===== src/rtl/rs232_event_assembler.sv =====
// Pairs FIRST/SECOND serial words into one event and queues events in a small FIFO.
// Framing faults, timeouts and FIFO drops are reported as one-cycle pulses.
module rs232_event_assembler #(
    parameter int DATA_WIDTH     = 9,
    parameter int FIFO_DEPTH     = 4,
    parameter int TIMEOUT_CYCLES = 65535
) (
    input  logic                            clk,
    input  logic                            reset,
    input  logic [DATA_WIDTH:1]             received_data,
    input  logic                            data_received,
    output logic [2*(DATA_WIDTH-1)-1:0]     event_data,
    output logic                            event_valid,
    input  logic                            event_ready,
    output logic [$clog2(FIFO_DEPTH):0]     fifo_count,
    output logic                            framing_error,
    output logic                            overflow,
    output logic [7:0]                      drop_count
);
    localparam int PW = DATA_WIDTH - 1;
    localparam int EW = 2 * PW;
    localparam int AW = $clog2(FIFO_DEPTH);
    localparam int TW = $clog2(TIMEOUT_CYCLES + 1);
    localparam logic [TW-1:0] TO_LAST = TW'(TIMEOUT_CYCLES - 1);
    localparam logic [AW:0]   DEPTH_C = (AW + 1)'(FIFO_DEPTH);
    localparam logic [AW:0]   CNT_ONE = (AW + 1)'(1);

    typedef enum logic {WAIT_FIRST, WAIT_SECOND} state_t;

    state_t        state;
    logic [PW-1:0] high;
    logic [TW-1:0] tcnt;
    logic [EW-1:0] mem [FIFO_DEPTH];
    logic [AW-1:0] wr_ptr;
    logic [AW-1:0] rd_ptr;

    logic          is_first;
    logic [PW-1:0] payload;
    logic          push;
    logic          pop;
    logic          full;
    logic          wr_en;
    logic          drop;

    assign is_first = received_data[DATA_WIDTH];
    assign payload  = received_data[DATA_WIDTH-1:1];

    // The completing SECOND word is written in the same edge it arrives, giving one-cycle latency.
    assign push  = data_received && (state == WAIT_SECOND) && !is_first;
    assign pop   = event_valid && event_ready;
    assign full  = (fifo_count == DEPTH_C);
    assign wr_en = push && (!full || pop);
    assign drop  = push && full && !pop;

    assign event_valid = (fifo_count != '0);
    assign event_data  = event_valid ? mem[rd_ptr] : '0;

    always_ff @(posedge clk or posedge reset) begin
        if (reset) begin
            state         <= WAIT_FIRST;
            high          <= '0;
            tcnt          <= '0;
            framing_error <= 1'b0;
        end else begin
            framing_error <= 1'b0;
            case (state)
                WAIT_FIRST: begin
                    tcnt <= '0;
                    if (data_received) begin
                        if (is_first) begin
                            high  <= payload;
                            state <= WAIT_SECOND;
                        end else begin
                            framing_error <= 1'b1;
                        end
                    end
                end
                WAIT_SECOND: begin
                    // A strobe always wins over a coincident timeout expiry.
                    if (data_received) begin
                        tcnt <= '0;
                        if (is_first) begin
                            high          <= payload;
                            framing_error <= 1'b1;
                        end else begin
                            state <= WAIT_FIRST;
                        end
                    end else if (tcnt == TO_LAST) begin
                        tcnt          <= '0;
                        high          <= '0;
                        framing_error <= 1'b1;
                        state         <= WAIT_FIRST;
                    end else begin
                        tcnt <= tcnt + TW'(1);
                    end
                end
                default: state <= WAIT_FIRST;
            endcase
        end
    end

    always_ff @(posedge clk) begin
        if (wr_en) begin
            mem[wr_ptr] <= {high, payload};
        end
    end

    always_ff @(posedge clk or posedge reset) begin
        if (reset) begin
            wr_ptr     <= '0;
            rd_ptr     <= '0;
            fifo_count <= '0;
            overflow   <= 1'b0;
            drop_count <= '0;
        end else begin
            overflow <= drop;
            if (wr_en) begin
                wr_ptr <= wr_ptr + AW'(1);
            end
            if (pop) begin
                rd_ptr <= rd_ptr + AW'(1);
            end
            case ({wr_en, pop})
                2'b10:   fifo_count <= fifo_count + CNT_ONE;
                2'b01:   fifo_count <= fifo_count - CNT_ONE;
                default: fifo_count <= fifo_count;
            endcase
            if (drop && (drop_count != 8'hFF)) begin
                drop_count <= drop_count + 8'd1;
            end
        end
    end
endmodule


===== config.mk =====
export PLATFORM = sky130hd
export DESIGN_NAME = rs232_event_assembler
export DESIGN_NICKNAME = d
export VERILOG_FILES = /design/src/rtl/rs232_event_assembler.sv
export SDC_FILE = /design/constraint.sdc
export NUM_CORES = 1
export LEC_CHECK = 0
export CAP_MARGIN = 20
export CORE_UTILIZATION = 40
export CTS_CLUSTER_SIZE = 8
export DETAILED_ROUTE_END_ITERATION = 10
export GPL_TIMING_DRIVEN = 0
export PLACE_DENSITY = 0.66
export SLEW_MARGIN = 0
export SYNTH_ARGS = -nofsm -noshare
export SYNTH_HDL_FRONTEND = slang
export SYNTH_SLANG_ARGS = --single-unit

===== constraint.sdc =====
create_clock -name clk -period 2.7 [get_ports clk]
set_clock_uncertainty 0.2 [all_clocks]
set_input_delay 0.54 -clock clk [delete_from_list [all_inputs] [get_ports clk]]
set_output_delay 0.54 -clock clk [all_outputs]
set_load 0.01 [all_outputs]

# --- Word-level counts from Yosys, hierarchy flattened ---
# Memories as Yosys holds them, arrays and structs flattened.
# Cells that the tools add are included.
word_totals:
  regBits: 42
  elab_cells: 60
  out_inout_bits: 30
  in_bits: 13
  ram_bits: 64
  mem_count: 1
op_classes:
  addsub: 6
  n_mux: 22
  n_eq_ne: 7
  bitwise_logic: 1
  n_reduce_logical: 14
mem_list:
  columns: ["name", "depth", "width", "rd", "rd_ports_with_merged_regs", "wr", "line_no", "source"]
  rows:
  - ["mem", 4, 16, 1, 0, 1, "33", "logic [EW-1:0] mem [FIFO_DEPTH];"]
op_table:
  columns: ["op", "n"]
  rows:
  - ["2-to-1 mux 16 bit", 3]
  - ["2-to-1 mux 8 bit", 4]
  - ["case mux 16 bit (2 select lines)", 1]
  - ["adder 16 x 1 -> 16 bit, second input constant", 1]
  - ["== test 16 bit, second input constant", 1]
  - ["case mux 8 bit (2 select lines)", 1]
  - ["2-to-1 mux 1 bit", 10]
  - ["adder 8 x 1 -> 8 bit, second input constant", 1]
  - ["inequality test 8 bit, second input constant", 1]
  - ["logical AND 1 bit", 7]
  - ["case mux 3 bit (2 select lines)", 1]
  - ["adder 2 x 1 -> 2 bit, second input constant", 2]
  - ["case mux 1 bit (2 select lines)", 2]
  - ["adder 3 x 1 -> 3 bit, second input constant", 1]
  - ["== test 3 bit, second input constant", 1]
  - ["logical NOT 1 bit", 3]
  - ["inequality test 3 x 2 -> 1 bit, second input constant", 1]
  - ["nonzero test 3 bit", 1]
  - ["subtractor 3 x 1 -> 3 bit, second input constant", 1]
  - ["== test 2 x 1 -> 1 bit, second input constant", 1]
  - ["== test 2 bit, second input constant", 1]
  - ["inequality test 2 bit, second input constant", 1]
  - ["AND reduction 2 bit", 1]
  - ["nonzero test 2 bit", 1]
  - ["2 further kinds", 2]

# --- Logic depth before layout (Yosys ltp) ---
depth:
  ltp_word: 6
  depth_mapped: 8
  mapped_depth_nobuf: 6

# --- Least setup slack after synthesis ---
# OpenSTA, ideal clock, no wires.
synth_path:
  kind: "input port to flip-flop"
  startpoint: "in received_data[9] in the netlist's numbering"
  endpoint: "reg fifo_count[2]"
  path_slack_ps: 72
  path_stages: 6
  path_buffers: 1
  t_arrival_ps: 2302
  setup_time_ps: 126
  required_time_ps: 2374
  path_cell_list: "nand3b_1 -> clkbuf_1 -> nand3_1 -> fa_1 -> or3_1 -> a311o_1"
synth_between:
  elab_chain_len: 5
  word_cells_on_any_way: 7
  classes_between: "2 x eq/ne; 1 x mux; 4 x reduce/logical"
synth_lines:
  columns: ["element", "line_no", "source"]
  rows:
  - ["start, declared", "10", "input logic [DATA_WIDTH:1] received_data,"]
  - ["logical NOT 1 bit (*)", "49", "assign push = data_received && (state == WAIT_SECOND) && !is_first;"]
  - ["logical AND 1 bit (*)", "49", null]
  - ["logical AND 1 bit (*)", "52", "assign wr_en = push && (!full || pop);"]
  - ["== test 2 x 1 -> 1 bit or == test 2 bit (tied branches)", "123", "case ({wr_en, pop})"]
  - ["case mux 3 bit (2 select lines) or nonzero test 2 bit (tied branches)", null, null]
  - ["end signal, assigned", "124", "2'b10: fifo_count <= fifo_count + CNT_ONE;"]
  - ["end signal, assigned", "125", "2'b01: fifo_count <= fifo_count - CNT_ONE;"]
  - ["end signal, assigned", "126", "default: fifo_count <= fifo_count;"]
  - ["end, declared", "15", "output logic [$clog2(FIFO_DEPTH):0] fifo_count,"]
# Mark *: on every way between the ends. The rest lies on a longest branch, timed or not.
# A chain may end at the register's enable or synchronous reset.

# --- Final worst setup path ---
# Same ends and word-level chain as after synthesis.

==> results.sh <==
export IMPL_synthFlopType="edfxtp_1"
export IMPL_rsz0062_at_grt="true"
export IMPL_finalCritPeriodShare_pct=97.9
export IMPL_max_cap_violations=0
export IMPL_vdd_drop_max_mv=0.455
export IMPL_p_per_area_nw_per_um2=862
export IMPL_drtIter0Drc=82
export IMPL_grt_pass1_wl_mm=13.4
export IMPL_pre_cts_ws_ns=-0.882
export IMPL_fmax_ghz=0.378
export IMPL_slowest_stage="clkdlybuf4s50_1"
export IMPL_multi_input_area_sq_um=1460
export IMPL_drcViolationCount=0
export IMPL_period_needed_ns=2.64
export IMPL_p_seq_share_pct=41.5
export IMPL_crit_family="simple AND/OR/NAND/NOR gates"
export IMPL_start_kind="input port"
export IMPL_cp_arrival_ns=2.68
export IMPL_crit_buf_inv=2
export IMPL_tritoncts="yes"
export IMPL_endpoint_kind="register"
export IMPL_switching_share_pct=29.1
export IMPL_synth_cells=312
export IMPL_hp_class="reg -> reg"
export IMPL_seq_area_sq_um=2970
export IMPL_cts_hold_buffers_added=0
export IMPL_ys_ff_latch=106
export IMPL_setup_viol=0
export IMPL_combPwrFrac_pct=31.9
export IMPL_fin_ws_ns=0.0565
export IMPL_synth_fp_nets=333
export IMPL_synth_edff_count=64
export IMPL_wl_mm=8.20
export IMPL_gp_congestion=0.745
export IMPL_hold_ws_ns=0.278
export IMPL_numCtsBuffers=9
export IMPL_crit_chain="clkdlybuf4s50_1, nand3b_1, buf_6, nand3_1, fa_2, or3_1, a311o_1"
export IMPL_hpwlAfterDp_mm=5.47
export IMPL_ios=43
export IMPL_clock_path_buffers=2
export IMPL_grt_use_total_pct=15.5
export IMPL_setup_tns_ns=0
export IMPL_die_w_microns=108
export IMPL_fillers=943
export IMPL_cts_htree_levels=3
export IMPL_syn_to_final_growth_pct=23.0
export IMPL_path_clk_slew_ns=0.08
export IMPL_p_leak_nw=2.04
export IMPL_final_max_slew_viol_count=0
export IMPL_status="finished, final reports clean"
export IMPL_clockRootBuffer="clkbuf_16"
export IMPL_layout_drive_gt1_share_pct=17.3
export IMPL_synth_cell_types=41
export IMPL_worstPathMaxFanout=10
export IMPL_die_h_microns=108
export IMPL_design_die_area_sq_um=11700
export IMPL_clk_latency_ns=0.34
export IMPL_yosysWarnings=0
export IMPL_grt_max_degree=23
export IMPL_core_area_sq_um=10900
export IMPL_critical_path_max_stage_delay_ns=0.51
export IMPL_numClockSinks=106
export IMPL_ys_seq_area_share_pct=65.7
export IMPL_p_int_w=0.00340
export IMPL_power_net_switching_w=0.00140
export IMPL_pwr_share_clk_pct=26.5
export IMPL_ys_async_sr_fraction_pct=39.6
export IMPL_antenna_found_initial=0
export IMPL_portBuffers=42
export IMPL_grt_pass1_vias=2649
export IMPL_max_slew_margin_rel_pct=63.7
export IMPL_cp_required_ns=2.74
export IMPL_initial_core_util_pct=41.4
export IMPL_grt_remaining_overflow=0
export IMPL_max_slew_worst_pin_slew_ns=0.541
export IMPL_routed_via_density=5.13
export IMPL_crit_type="in -> reg"
export IMPL_hold_viol_final=0
export IMPL_finalNetCount=391
export IMPL_fp_row_count=38
export IMPL_first_pass_iters=4
export IMPL_post_drt_wl_per_cell_microns=15.9
export IMPL_vias=2642
export IMPL_syn_mean_instance_area_sq_um=14.5
export IMPL_antenna_cells=0
export IMPL_drtAntennaViolNets=0
export IMPL_synthesis_area_sq_um=4530
routing by layer:
metal / up-vias / part of all wire, % / GRT usage (%)
met5: - / 0 / 0
met4: 0 / 1.6 / 5.21
met3: 12 / 3.9 / 3.68
met2: 52 / 50 / 25.6
met1: 1328 / 45 / 20.0
li1: 1250 / - / -
logic make-up after synthesis:
group / share of synthesized area, %
mux: 8.21
simple gates: 12.8
buf+inv: 2.40
xor+xnor: 5.03
compound gates: 3.54
fa+ha+maj: 2.38
flops: 65.7
metrics by stage:
stage          area [sq um]  instances  utilization, %  total power (W)
2_1_floorplan          4530        312               -          0.00284
6_report               5570        515            50.9          0.00480
3_3_place_gp           5120        494            46.8          0.00343
5_1_grt                5570        515            50.9          0.00505
3_5_place_dp           5150        495            47.1          0.00347
4_1_cts                5540        515            50.7          0.00479
power by group through the flow:
stage	clock [W]	sequential, W	combinational, W
2_1_floorplan	0	0.00198	0.000856
3_3_place_gp	0	0.00199	0.00144
3_5_place_dp	0	0.00199	0.00148
4_1_cts	0.00130	0.00199	0.00150
5_1_grt	0.00136	0.00201	0.00167
6_report	0.00127	0.00199	0.00153
sequential cells by signal (all words and copies together) (netlist names):
signal / cells
mem: 64
framing_error: 1
fifo_count: 3
state: 1
wr_ptr: 2
tcnt: 16
high: 8
overflow: 1
drop_count: 8
rd_ptr: 2
worst register-to-register path, delay by kind of cell, from the launching register on:
kind | cells | cell delay [ns]
buffers and inverters | 2 | 0.24
adders and majority gates | 1 | 0.41
AOI/OAI and AO/OA | 1 | 0.35
DFF | 1 | 0.51
and+or+nand+nor | 3 | 0.69
cells in the mapped netlist (2+ instances only):
cell type,count,area share (%)
nor2_1,23,1.9
edfxtp_1,64,42
buf_2,3,0.33
o221ai_1,2,0.39
clkbuf_1,7,0.58
buf_6,2,0.50
nand4_1,5,0.69
nand3_1,18,2.0
xnor2_1,22,4.3
nor4_1,5,0.69
dfrtp_1,42,23
a21oi_1,12,1.3
ha_1,7,1.9
and3_1,2,0.28
nand2_1,22,1.8
inv_1,11,0.91
and2_1,20,2.8
mux4_2,16,8.0
xor2_1,4,0.77
nor3_1,3,0.33
or3_1,2,0.28
placed cells by master, fill, tap and decap left out, types with 2 or more instances in the layout:
cell / synthesis / final
nand3_1: 18 / 18
xnor2_1: 22 / 22
and2_2: 0 / 4
nor4_1: 5 / 5
buf_6: 2 / 3
inv_1: 11 / 10
o221ai_1: 2 / 2
clkdlybuf4s50_1: 0 / 25
edfxtp_1: 64 / 64
dfrtp_1: 42 / 41
clkbuf_1: 7 / 2
inv_8: 0 / 3
nor3_1: 3 / 3
buf_4: 0 / 5
xor2_1: 4 / 4
dlygate4sd2_1: 0 / 5
ha_1: 7 / 7
or3_1: 2 / 2
clkbuf_8: 0 / 2
buf_12: 0 / 3
inv_6: 0 / 2
nor2_1: 23 / 23
buf_2: 3 / 2
nand2_1: 22 / 22
clkbuf_16: 0 / 10
mux4_2: 16 / 16
a21oi_1: 12 / 12
and2_1: 20 / 16
and3_1: 2 / 2
clkdlybuf4s15_1: 0 / 10
nand4_1: 5 / 5
what timing repair did:
item                       4_1_cts  5_1_grt
hold endpoints to repair         0        0
setup buffers                    5        0
gates resized for setup         44       15
pin swaps                        1        0
cloned                           0        1
setup endpoints to repair       82       45
cell type report:
cell class / count / share of cell area (%)
plain buffers: 11 / 2.18
clock inverters: 7 / 1.21
clock buffers: 9 / 4.04
multi-input cells: 182 / 26.2
well taps: 140 / 3.15
flip-flops and latches: 106 / 53.4
repair buffers: 49 / 9.10
inverters: 11 / 0.742
path summary, 6_finish.rpt:
check                      depth (start not counted)  slack [ns]             start       endpoint
min in group asynchronous                          2        0.34             reset  drop_count[0]
max reg2reg                                        7        0.20     fifo_count[0]  fifo_count[2]
min                                                1        0.28           tcnt[0]        tcnt[0]
max                                                7        0.06  received_data[9]  fifo_count[2]
max in group asynchronous                          3        1.46             reset       tcnt[14]
min reg2reg                                        1        0.28           tcnt[0]        tcnt[0]
(Power assumes the default switching activity.)
